$ cat config.mk
export PLATFORM = sky130hd
export DESIGN_NAME = pcecd_cmd_assembler_flat
export DESIGN_NICKNAME = d
export VERILOG_FILES = /design/src/rtl/pcecd_cmd_if.sv /design/src/rtl/pcecd_cmd_assembler.sv /design/src/flat_wrapper.sv
export SDC_FILE = /design/constraint.sdc
export NUM_CORES = 1
export LEC_CHECK = 0
export ABC_AREA = 1
export BUFFER_PORTS_ARGS = -buffer_cell sky130_fd_sc_hd__buf_2
export CELL_PAD_IN_SITES_DETAIL_PLACEMENT = 0
export CELL_PAD_IN_SITES_GLOBAL_PLACEMENT = 1
export CORE_MARGIN = 3
export CORE_UTILIZATION = 44
export CTS_CLUSTER_DIAMETER = 60
export CTS_CLUSTER_SIZE = 28
export DETAILED_ROUTE_END_ITERATION = 8
export HOLD_SLACK_MARGIN = 0.05
export PLACE_DENSITY_LB_ADDON = 0.1
export SLEW_MARGIN = 10
export SYNTH_ARGS = -nofsm -noshare
export SYNTH_HDL_FRONTEND = slang
export SYNTH_SLANG_ARGS = --single-unit
$ cat constraint.sdc
create_clock -name i_clk -period 4.5 [get_ports i_clk]
set_clock_uncertainty 0.1 [all_clocks]
set_input_delay 0.9 -clock i_clk [delete_from_list [all_inputs] [get_ports i_clk]]
set_output_delay 0.9 -clock i_clk [all_outputs]
set_load 0.02 [all_outputs]
$ cat src/rtl/pcecd_cmd_if.sv
// Command-byte stream in, assembled CDB out.
// master drives bytes and accepts CDBs; slave is the assembler.
interface pcecd_cmd_if;
  logic        byte_valid;
  logic [7:0]  byte_data;
  logic        byte_ready;
  logic        abort;
  logic        cmd_valid;
  logic        cmd_ready;
  logic [7:0]  opcode;
  logic [3:0]  cmd_len;
  logic [95:0] cmd_bytes;
  logic        cmd_error;
  logic        timeout;
  logic        busy;

  modport master (
    output byte_valid, byte_data, abort, cmd_ready,
    input  byte_ready, cmd_valid, opcode, cmd_len,
    input  cmd_bytes, cmd_error, timeout, busy
  );

  modport slave (
    input  byte_valid, byte_data, abort, cmd_ready,
    output byte_ready, cmd_valid, opcode, cmd_len,
    output cmd_bytes, cmd_error, timeout, busy
  );
endinterface

$ cat src/rtl/pcecd_cmd_assembler.sv
// Assembles SCSI/NEC CDBs from PHASE_COMMAND bytes.
// Length from opcode group; reserved groups and stalls flagged.
module pcecd_cmd_assembler #(
  parameter int TIMEOUT_CYCLES = 1024
) (
  input logic        i_clk,
  input logic        i_rst_n,
  pcecd_cmd_if.slave bus
);

  localparam int CW = $clog2(TIMEOUT_CYCLES);
  localparam logic [CW-1:0] CNT_LAST = CW'(TIMEOUT_CYCLES - 1);

  typedef enum logic [1:0] {
    IDLE,
    COLLECT,
    PRESENT
  } state_t;

  state_t        state_q, state_d;
  logic [3:0]    idx_q, idx_d;
  logic [CW-1:0] cnt_q, cnt_d;
  logic [7:0]    op_q, op_d;
  logic [3:0]    len_q, len_d;
  logic [95:0]   cdb_q, cdb_d;
  logic          err_q, err_d;
  logic          to_q, to_d;
  logic          busy_q;
  logic [3:0]    grp_len;

  // 0 marks a reserved opcode group
  always_comb begin
    grp_len = 4'd0;
    unique case (bus.byte_data[7:5])
      3'd0: grp_len = 4'd6;
      3'd1: grp_len = 4'd10;
      3'd2: grp_len = 4'd10;
      3'd3: grp_len = 4'd0;
      3'd4: grp_len = 4'd0;
      3'd5: grp_len = 4'd12;
      3'd6: grp_len = 4'd10;
      3'd7: grp_len = 4'd10;
    endcase
  end

  always_comb begin
    state_d = state_q;
    idx_d   = idx_q;
    cnt_d   = cnt_q;
    op_d    = op_q;
    len_d   = len_q;
    cdb_d   = cdb_q;
    err_d   = err_q;
    to_d    = 1'b0;
    if (bus.abort) begin
      state_d = IDLE;
      err_d   = 1'b0;
      idx_d   = 4'd0;
      cnt_d   = '0;
    end else begin
      unique case (state_q)
        IDLE: begin
          if (bus.byte_valid) begin
            cdb_d = {88'd0, bus.byte_data};
            op_d  = bus.byte_data;
            if (grp_len == 4'd0) begin
              len_d   = 4'd1;
              err_d   = 1'b1;
              state_d = PRESENT;
            end else begin
              len_d   = grp_len;
              idx_d   = 4'd1;
              cnt_d   = '0;
              state_d = COLLECT;
            end
          end
        end
        COLLECT: begin
          if (bus.byte_valid) begin
            cdb_d[{idx_q, 3'b000} +: 8] = bus.byte_data;
            cnt_d = '0;
            if (idx_q == len_q - 4'd1) begin
              idx_d   = 4'd0;
              state_d = PRESENT;
            end else begin
              idx_d = idx_q + 4'd1;
            end
          end else if (cnt_q == CNT_LAST) begin
            to_d    = 1'b1;
            cdb_d   = '0;
            op_d    = '0;
            len_d   = '0;
            idx_d   = 4'd0;
            cnt_d   = '0;
            state_d = IDLE;
          end else begin
            cnt_d = cnt_q + 1'b1;
          end
        end
        PRESENT: begin
          if (bus.cmd_ready) begin
            err_d   = 1'b0;
            state_d = IDLE;
          end
        end
        default: state_d = IDLE;
      endcase
    end
  end

  always_ff @(posedge i_clk or negedge i_rst_n) begin
    if (!i_rst_n) begin
      state_q <= IDLE;
      idx_q   <= 4'd0;
      cnt_q   <= '0;
      op_q    <= '0;
      len_q   <= '0;
      cdb_q   <= '0;
      err_q   <= 1'b0;
      to_q    <= 1'b0;
      busy_q  <= 1'b0;
    end else begin
      state_q <= state_d;
      idx_q   <= idx_d;
      cnt_q   <= cnt_d;
      op_q    <= op_d;
      len_q   <= len_d;
      cdb_q   <= cdb_d;
      err_q   <= err_d;
      to_q    <= to_d;
      busy_q  <= (state_d != IDLE);
    end
  end

  assign bus.byte_ready = (state_q != PRESENT);
  assign bus.cmd_valid  = (state_q == PRESENT);
  assign bus.opcode     = op_q;
  assign bus.cmd_len    = len_q;
  assign bus.cmd_bytes  = cdb_q;
  assign bus.cmd_error  = err_q;
  assign bus.timeout    = to_q;
  assign bus.busy       = busy_q;

endmodule

$ cat src/flat_wrapper.sv
// flat-port wrapper written by rule: the top's interface ports become plain ports
module pcecd_cmd_assembler_flat 
#(
  parameter int TIMEOUT_CYCLES = 1024
)
  (i_clk, i_rst_n, bus_byte_valid, bus_byte_data, bus_abort, bus_cmd_ready, bus_byte_ready, bus_cmd_valid, bus_opcode, bus_cmd_len, bus_cmd_bytes, bus_cmd_error, bus_timeout, bus_busy);
  pcecd_cmd_if bus_i ();
  input logic i_clk;
  input logic i_rst_n;
  input wire logic [$bits(bus_i.byte_valid)-1:0] bus_byte_valid;
  input wire logic [$bits(bus_i.byte_data)-1:0] bus_byte_data;
  input wire logic [$bits(bus_i.abort)-1:0] bus_abort;
  input wire logic [$bits(bus_i.cmd_ready)-1:0] bus_cmd_ready;
  output wire logic [$bits(bus_i.byte_ready)-1:0] bus_byte_ready;
  output wire logic [$bits(bus_i.cmd_valid)-1:0] bus_cmd_valid;
  output wire logic [$bits(bus_i.opcode)-1:0] bus_opcode;
  output wire logic [$bits(bus_i.cmd_len)-1:0] bus_cmd_len;
  output wire logic [$bits(bus_i.cmd_bytes)-1:0] bus_cmd_bytes;
  output wire logic [$bits(bus_i.cmd_error)-1:0] bus_cmd_error;
  output wire logic [$bits(bus_i.timeout)-1:0] bus_timeout;
  output wire logic [$bits(bus_i.busy)-1:0] bus_busy;
  assign bus_i.byte_valid = bus_byte_valid;
  assign bus_i.byte_data = bus_byte_data;
  assign bus_i.abort = bus_abort;
  assign bus_i.cmd_ready = bus_cmd_ready;
  assign bus_byte_ready = bus_i.byte_ready;
  assign bus_cmd_valid = bus_i.cmd_valid;
  assign bus_opcode = bus_i.opcode;
  assign bus_cmd_len = bus_i.cmd_len;
  assign bus_cmd_bytes = bus_i.cmd_bytes;
  assign bus_cmd_error = bus_i.cmd_error;
  assign bus_timeout = bus_i.timeout;
  assign bus_busy = bus_i.busy;
  pcecd_cmd_assembler #(.TIMEOUT_CYCLES(TIMEOUT_CYCLES)) u_core (.i_clk(i_clk), .i_rst_n(i_rst_n), .bus(bus_i));
endmodule
==> results.tsv <==
metric	value	unit
status	complete, no violations	
finalNetCount	962	
async_reset_ff_share	100.0	%
cts_tree	built	
holdCritPathClass	reg -> reg	
peakVddDrop	228.4	uV
place_ws	1.244	ns
hold_start	u_core.bus.cmd_bytes[8]	
antenna_found_initial	0	
relSlewSlack	35.59	%
worstPathMaxFanout	27	
slew_viol_final	0	
setup_tns	0	ns
syn_avg_cell_area	7.909	um^2
worstMarginPinSlew	0.9661	ns
synth_commonest_cells	nand2_1 (302), dfrtp_1 (127), inv_1 (68)	
areaGrowthSynthToFinish	20.82	%
yosysMostFrequentCell	nand2_1	
cts_made_buffers	17	
placed_cells	1100	
report.final.setup_viol	0	
netlist-cell-type-count	37	
path_class	in -> reg	
dpl.hpwl	13090	um
post-route-drc-count	0	
die_h	127.1	um
drive_above_1_share	21.01	%
synth_top_flop_cell	dfrtp_1	
maxCapViolCount	0	
grt_pass1_wl	29300	um
cts_setup_buffers	0	
wl_met3	1083	um
leakagePower	4.345	nW
drt_iter0_drc	504	
die_area	16160	um^2
cp-start-kind	input port	
fin_hold_ws	0.3619	ns
vias	5951	
yosys_warnings	0	
crit_start	bus_byte_valid	
min_to	u_core.bus.cmd_bytes[8]	
clk_pin_slew	0.05	ns
seq_area	3178	um^2
ys_ff_latch	127	
synth-compound-area-share	5.777	%
clk_path_buf_depth	2	
worstReg2RegEnd	u_core.bus.cmd_bytes[70]	
synthMuxAreaShare	0	%
hold_violations	0	
place_congestion	0.8462	
arrival	3.14	ns
fin_crit_sh	64.02	%
cts_resized	0	
synthSimpleGateAreaFrac	35.40	%
fp.dieW	127.1	um
crit_required	4.76	ns
numClockSinks	127	
wl_met1	8422	um
synth_top_area_share	49.24	%
fmax	347.1	MHz
port_buffers	125	
path_cells	buf_2 -> inv_1 -> nor2_8 -> inv_2 -> nor2_4 -> nand2_2 -> nor2_1 -> nand3_1 -> nand2_1	
avgRoutedWirePerCell	15.84	um
grt_max_degree	77	
hold_depth	2	
fin_ws	1.619	ns
power_density	413.5	nW/um^2
worstSkewPairLatency	0.42	ns
rows	43	
htree_levels	4	
synth-xor-area-share	0.8337	%
yosys-top-cells-area	dfrtp_1 (49%), nand2_1 (18%), nand3_1 (4.8%), inv_1 (4.0%), nor2_1 (3.8%)	
core	14100	um^2
r2r_setup_slack	1.73	ns
fin_crit	2.881	ns
dr.pass1.iters	8	
highest_layer	met4	
synth_area_leader_cell	dfrtp_1	
totalWireLength	17930	um
viasPerCell	5.257	
reg2reg_from	u_core.idx_q[0]	
synth_top_family_by_area	simple AND/OR/NAND/NOR gates	
multi_input_area	2836	um^2
syn_area	6454	um^2
netlist_instances	816	
synth-adder-area-share	1.939	%
cts.hold.buffers_added	0	
wl_met2	8129	um
grt_pass1_vias	5618	
grt_usage	22.77	%
antenna_left	0	
p_total	3.225	mW
fin_cells	1132	
slowest_stage	nor2_4	
yosysSeqAreaShare	49.24	%
num_io_pins	126	
fillers	1373	
grt_setup_unrepaired	no	
cts-root-buf	clkbuf_16	
syn_nets	839	
start_util	45.78	%
r2r_cells	9	
synth_edf_count	0	
n_antenna_cell	0	
grt_overflow_total	0	
cp-end-kind	register	
slowest_delay	0.45	ns
## cells in the final DEF (no fill, tap or decap), types with 2 or more instances in the layout
master / n
nand2_2: 12
nor2_2: 6
o21ai_0: 45
o22ai_1: 4
xnor2_1: 2
nand2_1: 302
inv_2: 7
nor3_1: 11
clkinvlp_4: 2
nor2_1: 65
buf_2: 124
clkinv_1: 2
nand3_1: 62
bufinv_16: 4
nand3_2: 4
a21oi_1: 6
clkbuf_1: 3
dfrtp_1: 127
clkbuf_16: 17
nor3_4: 3
ha_1: 10
nand4_1: 37
o21ai_4: 3
clkinv_2: 4
nor2_4: 5
inv_1: 68
## through the flow
step / instance area, um^2 / util (%)
finish: 7797 / 55.32
detailed placement: 7183 / 50.96
global route: 7797 / 55.32
global placement: 7183 / 50.96
floorplan: 6454 / -
CTS: 7797 / 55.32
## registers in the layout, indices dropped and copies added, names as in the netlist
name,count
u_core.idx_q,4
u_core.bus.opcode,8
u_core.bus.timeout,1
u_core.bus.cmd_bytes,96
u_core.cnt_q,10
u_core.state_q,2
u_core.bus.busy,1
u_core.bus.cmd_len,4
u_core.bus.cmd_error,1
## worst max path at each step
stage | depth (start not counted) | endpoint | slack (ns)
6_report | 9 | u_core.bus.cmd_bytes[35] | 1.62
5_1_grt | 9 | u_core.bus.cmd_bytes[37] | 1.40
4_1_cts | 9 | u_core.bus.cmd_bytes[33] | 1.66
3_5_place_dp | 9 | u_core.bus.cmd_bytes[39] | 1.24
3_3_place_gp | 9 | u_core.bus.cmd_bytes[35] | 1.35
2_1_floorplan | 10 | u_core.cnt_q[7] | 2.11
## area by class of cell
cell class | count | share of cell area [%]
sequential | 127 | 40.76
multi-input combinational | 589 | 36.38
timing repair buffer | 126 | 8.312
clock buffer | 21 | 5.777
inverter | 78 | 3.787
tap | 180 | 2.888
clock inverter | 11 | 2.102
## kinds of logic (layout without fill, tap and decap cells)
logic type | after synthesis | count (layout)
simple gates | 512 | 512
flops | 127 | 127
buf+inv | 100 | 236
compound gates | 63 | 63
fa+ha+maj | 10 | 10
xor+xnor | 4 | 4
## per-layer routing
layer | global-route usage [%] | vias to the layer above
met5 | 0 | -
met4 | 7.066 | 0
met3 | 4.473 | 25
met2 | 35.31 | 184
met1 | 32.50 | 2866
li1 | - | 2876
## power breakdown
part           internal (mW)  switching (mW)  total [mW]
clock network          0.937           0.501        1.44
logic                  0.136           0.409       0.545
registers               1.20          0.0405        1.24
total                   2.27           0.950        3.22
## critical path, delay by kind of cell
| family | cells | cell delay [ns] |
|---|---|---|
| buffers and inverters | 3 | 0.85 |
| and+or+nand+nor | 6 | 1.36 |
No activity file was read; power rests on OpenSTA's default activity.
